**src/rtl/mem_copy_engine.sv**
```systemverilog
`default_nettype none
// ============================================================================
//  Module      : mem_copy_engine
//  Description : Block-transfer initiator on the data-memory port. Copies or
//                fills a contiguous byte range using ascending addresses that
//                wrap modulo 2^AW. Every memory-side output is registered.
//  Revision    : 1.0 - initial release
// ============================================================================
module mem_copy_engine #(
  parameter int AW = 8,
  parameter int DW = 8
) (
  input  logic          CLK,
  input  logic          reset,
  input  logic          start,
  input  logic          Mode,
  input  logic [AW-1:0] SrcAddr,
  input  logic [AW-1:0] DstAddr,
  input  logic [AW-1:0] Length,
  input  logic [DW-1:0] FillValue,
  input  logic [DW-1:0] MemRdData,
  output logic [AW-1:0] MemAddr,
  output logic          MemRead,
  output logic          MemWrite,
  output logic [DW-1:0] MemWrData,
  output logic          busy,
  output logic          done
);

  localparam logic [AW-1:0] c_one = {{(AW-1){1'b0}}, 1'b1};

  typedef enum logic [1:0] {
    ST_IDLE = 2'd0,
    ST_RD   = 2'd1,
    ST_WR   = 2'd2,
    ST_DONE = 2'd3
  } state_t;

  state_t        r_state;
  logic [AW-1:0] r_src;
  logic [AW-1:0] r_dst;
  logic [AW-1:0] r_len;
  logic          r_mode;
  logic [DW-1:0] r_fill;
  logic [AW-1:0] r_idx;
  logic [DW-1:0] r_hold;

  logic [AW-1:0] w_next_idx;
  logic          w_last;

  // Next byte index and the final-byte test for the WR state.
  assign w_next_idx = r_idx + c_one;
  assign w_last     = (r_idx == (r_len - c_one));

  // Transfer FSM; outputs are precomputed for the state being entered so that
  // they are registered yet line up exactly with the state they belong to.
  always_ff @(posedge CLK or posedge reset) begin
    if (reset) begin
      r_state   <= ST_IDLE;
      r_src     <= '0;
      r_dst     <= '0;
      r_len     <= '0;
      r_mode    <= 1'b0;
      r_fill    <= '0;
      r_idx     <= '0;
      r_hold    <= '0;
      MemAddr   <= '0;
      MemRead   <= 1'b0;
      MemWrite  <= 1'b0;
      MemWrData <= '0;
      busy      <= 1'b0;
      done      <= 1'b0;
    end else begin
      case (r_state)
        ST_IDLE: begin
          MemAddr   <= '0;
          MemRead   <= 1'b0;
          MemWrite  <= 1'b0;
          MemWrData <= r_hold;
          busy      <= 1'b0;
          done      <= 1'b0;
          if (start) begin
            r_src  <= SrcAddr;
            r_dst  <= DstAddr;
            r_len  <= Length;
            r_mode <= Mode;
            r_fill <= FillValue;
            r_idx  <= '0;
            if (Length == '0) begin
              // Empty transfer: straight to completion, no memory access.
              r_state <= ST_DONE;
              done    <= 1'b1;
            end else if (!Mode) begin
              r_state <= ST_RD;
              MemRead <= 1'b1;
              MemAddr <= SrcAddr;
              busy    <= 1'b1;
            end else begin
              r_state   <= ST_WR;
              MemWrite  <= 1'b1;
              MemAddr   <= DstAddr;
              MemWrData <= FillValue;
              busy      <= 1'b1;
            end
          end
        end

        ST_RD: begin
          // Capture the source byte and present it straight away for the write.
          r_hold    <= MemRdData;
          r_state   <= ST_WR;
          MemRead   <= 1'b0;
          MemWrite  <= 1'b1;
          MemAddr   <= r_dst + r_idx;
          MemWrData <= MemRdData;
          busy      <= 1'b1;
        end

        ST_WR: begin
          if (w_last) begin
            r_state   <= ST_DONE;
            MemRead   <= 1'b0;
            MemWrite  <= 1'b0;
            MemAddr   <= '0;
            MemWrData <= r_hold;
            busy      <= 1'b0;
            done      <= 1'b1;
          end else begin
            r_idx <= w_next_idx;
            busy  <= 1'b1;
            if (!r_mode) begin
              r_state   <= ST_RD;
              MemRead   <= 1'b1;
              MemWrite  <= 1'b0;
              MemAddr   <= r_src + w_next_idx;
              MemWrData <= r_hold;
            end else begin
              r_state   <= ST_WR;
              MemRead   <= 1'b0;
              MemWrite  <= 1'b1;
              MemAddr   <= r_dst + w_next_idx;
              MemWrData <= r_fill;
            end
          end
        end

        default: begin
          // DONE: a start seen here is deliberately dropped.
          r_state   <= ST_IDLE;
          MemRead   <= 1'b0;
          MemWrite  <= 1'b0;
          MemAddr   <= '0;
          MemWrData <= r_hold;
          busy      <= 1'b0;
          done      <= 1'b0;
        end
      endcase
    end
  end

endmodule
`default_nettype wire

```
**config.mk**
```make
export PLATFORM = sky130hd
export DESIGN_NAME = mem_copy_engine
export DESIGN_NICKNAME = d
export VERILOG_FILES = /design/src/rtl/mem_copy_engine.sv
export SDC_FILE = /design/constraint.sdc
export NUM_CORES = 1
export LEC_CHECK = 0
export ABC_CLOCK_PERIOD_IN_PS = 5900
export CORE_MARGIN = 5
export CORE_UTILIZATION = 35
export CTS_CLUSTER_SIZE = 16
export DETAILED_ROUTE_END_ITERATION = 10
export SLEW_MARGIN = 20
export SYNTH_ARGS = -nofsm -noshare
export SYNTH_HDL_FRONTEND = slang
export SYNTH_SLANG_ARGS = --single-unit
```
**constraint.sdc**
```tcl
create_clock -name CLK -period 5.9 [get_ports CLK]
set_input_delay 1.475 -clock CLK [delete_from_list [all_inputs] [get_ports CLK]]
set_output_delay 1.475 -clock CLK [all_outputs]
set_load 0.05 [all_outputs]
```
==> reports/qor.txt <==
CP Class = in2reg
Peak Freq = 271.7 MHz
async set-reset flop share out of synthesis = 100.0%
Port Buf Inserts = 63
Startpoint Class = primary input
global-route wire length before repair = 17,620 um
Sequential Power Share = 31.5%
switching pwr = 0.001255 W
core area = 11,470 um2
headroom to the max-slew limit = 43.91%
WP data arrival = 3.90 ns
clock network power share = 18.3%
ys flop type = dfrtp_1
RR Startpoint = r_mode$_DFFE_PP0P_
Crit. End Element = flip-flop
Worst Hold Launch = r_src[6]$_DFFE_PP0P_
fill count = 1,098
Layout area overhead = 25.46%
Via Count = 3,367
Post-Syn Area = 4128 um2
crit-path max cell delay = 0.96 ns
WL per Instance = 16.59 um
post-CTS sizing = 0
Core Rows = 39
H-Tree Depth = 3
Gate power share = 50.2%
clock sinks = 71
Post-CTS Hold Buffers = 0
final period utilization = 62.39%
critical path startpoint = Mode
Crit Path Max Fanout = 12
Seq cells post-synth = 71
switching share of total power = 43.82%
Mapped Nets = 503
max capacitance violation total = 0
Cell Chain, Critical Path = clkdlybuf4s50_1, inv_1, a211o_1, a221oi_1, o21ai_1, a221o_1
DIE AREA = 14,060 um2
Final Critical Period = 3.681 ns
final count of pins violating max slew = 0
Critical Path RT = 6.12 ns
setup TNS = 0 ns
Syn Inst Count = 441
DRC violations left = 0
Avg Cell Area, Syn = 9.360 um2
Post-Route Skew = 0.01052 ns
initial antenna violation count = 0
hold depth = 2
Final Hold Viols = 0
vias in the first global route = 3,570
cell with the largest stage delay on the worst path = clkdlybuf4s50_1
Post-synth EDFFs = 0
Ports = 64
Crit path max-delay family = compound AO/OA/AOI/OAI gates
Worst Path Buf+Inv = 2
Via-to-Cell Ratio = 5.204
Clock Tree Buf Depth = 2
transition time at the pin with the least slew margin = 0.8401 ns
FF+latch area = 1777 um2
Yosys Warn Count = 0
synth unique cells = 56
GRT overflow = 0
First DRT Iteration DRCs = 166
area of the multi-input gates = 2216 um2
worst vdd ir = 0.0002442 V
Reg clk slew, reported paths = 0.07 ns
largest net degree at the start of global routing = 42
Seq/Total Area, Yosys = 43.04%
Lkg Pwr = 2.373 nW
First-pass DRT Iterations = 4
Initial Utilization = 36.00%
CTS tree = built
Hold Path Class = reg2reg
Detail Route Antenna Nets = 0
Final GP Congestion = 0.8649
Setup-failing EPs final = 0
Post-CTS Setup Inserts = 0
unrepaired setup endpoints after global routing = false
Die X = 118.6 um
Register-to-Register Path Depth = 8
Levels on crit path = 6
Pwr Density = 553.1 nW/um2
layout cells sized above 1 = 10.32%
Min Hold Slack = 0.4730 ns
status = finished clean
nets@finish = 561
Skew-Pair Late Insertion Delay = 0.34 ns
die span in y = 118.6 um
root buffer cell = clkbuf_16
cell-internal power = 0.001609 W
Total Routing Usage GR = 15.46%
total CTS buffers = 9
hpwl dp = 7670 um
# diodes = 0
DRT Wirelength = 10,730 um
## cell usage in the layout (no fill, tap or decap), types with 3 or more instances in the layout
master	synthesis	routed
a31o_2	3	3
inv_6	0	3
ha_1	16	16
buf_4	0	5
a21oi_1	13	13
o22ai_1	4	4
a221oi_1	5	5
nor2_1	14	14
o21ai_0	12	12
clkdlybuf4s50_1	0	63
nand3_1	4	4
clkbuf_16	0	9
nand2b_1	5	5
xnor2_1	20	20
xor2_1	8	8
o21bai_1	3	3
dfrtp_1	71	71
a221o_1	10	10
and2_1	3	3
nor2b_1	5	5
a211oi_1	3	3
nor3_1	5	4
inv_1	14	13
nand4_1	4	4
mux2_2	16	16
nand3b_1	3	3
mux2i_1	13	13
nand2_1	120	120
a22o_1	5	5
a21o_1	4	4
## layout make-up
type                       count  area share, %
tap                          143          3.455
clock inverter                 7          1.184
inverter                      14          1.015
multi-input combinational    335          42.79
clock buffer                   9          4.349
sequential                    71          34.31
timing repair buffer          68          12.90
## cell usage after synthesis (3+ instances only)
library cell	n	area share, %
a221oi_1	5	1.1
a31o_2	3	0.64
a21oi_1	13	1.6
clkbuf_1	18	1.6
ha_1	16	4.8
o22ai_1	4	0.61
nand2b_1	5	0.76
a211oi_1	3	0.55
dfrtp_1	71	43
nor2_1	14	1.3
and2_1	3	0.45
nand2_1	120	11
nor2b_1	5	0.76
mux2_2	16	4.4
nand3b_1	3	0.55
nor3_1	5	0.61
o21bai_1	3	0.55
o21ai_0	12	1.5
nand4_1	4	0.61
inv_1	14	1.3
a22o_1	5	1.1
xor2_1	8	1.7
nand3_1	4	0.49
a221o_1	10	2.4
a21o_1	4	0.73
mux2i_1	13	3.2
xnor2_1	20	4.2
## per-stage QoR
step / cell area [um2] / utilization [%] / cells / worst slack (ns) / total power (W)
3_5_place_dp: 4892 / 42.66 / 631 / 1.902 / 0.002348
4_1_cts: 5179 / 45.16 / 647 / 2.197 / 0.002887
3_3_place_gp: 4892 / 42.66 / 631 / 1.944 / 0.002314
2_1_floorplan: 4128 / - / 441 / 2.628 / 0.001953
5_1_grt: 5179 / 45.16 / 647 / 2.112 / 0.003069
6_report: 5179 / 45.16 / 647 / 2.219 / 0.002864
## logic make-up (layout without fill, tap and decap cells)
kind of cell,Yosys count,count (layout),synth area share [%]
AO/OA/AOI/OAI,82,82,14.82
adder cells (fa/ha/maj),18,18,5.820
XOR/XNOR,28,28,5.941
flip-flops,71,71,43.04
multiplexers,29,29,7.517
AND/OR/NAND/NOR,178,178,19.46
buffers and inverters,35,98,3.395
## layer usage
layer,global-route usage [%],share of wire [%]
met1,19.45,46
met2,26.43,49
met3,2.865,3.6
met4,5.670,1.3
met5,0,0
## worst reg2reg max path: stages, from the launching register on
cell and delay [ns]:
dfrtp_1 0.80, mux2_2 0.45, ha_1 0.29, a21o_1 0.16, a21oi_1 0.24, o21ai_0 0.20, o41ai_1 0.42, xnor2_1 0.13
a221o_1 0.32
## final timing paths
path,to,slack [ns]
min in group asynchronous,r_fill[7]$_DFFE_PP0P_,1.64
setup / recovery,MemWrData[4]$_DFF_PP0_,2.22
hold / removal,r_src[6]$_DFFE_PP0P_,0.47
hold reg to reg,r_src[6]$_DFFE_PP0P_,0.47
setup reg to reg,MemAddr[7]$_DFF_PP0_,2.77
max in group asynchronous,r_idx[2]$_DFFE_PP0P_,3.33
## sequential cells by signal, summed over array words and instances, names as in the netlist
signal,count
r_idx,8
r_fill,8
busy,1
r_state,2
MemRead,1
r_len,8
MemAddr,8
r_mode,1
r_dst,8
done,1
MemWrData,8
MemWrite,1
r_hold,8
r_src,8
## power by group through the flow
stage               clock network [W]  registers, W  logic [W]
floorplan                           0       0.00104   0.000913
global placement                    0      0.000904    0.00141
detailed placement                  0      0.000906    0.00144
CTS                          0.000535      0.000902    0.00145
global route                 0.000558      0.000935    0.00158
finish                       0.000525      0.000903    0.00144
No activity file was read; power rests on OpenSTA's default activity.
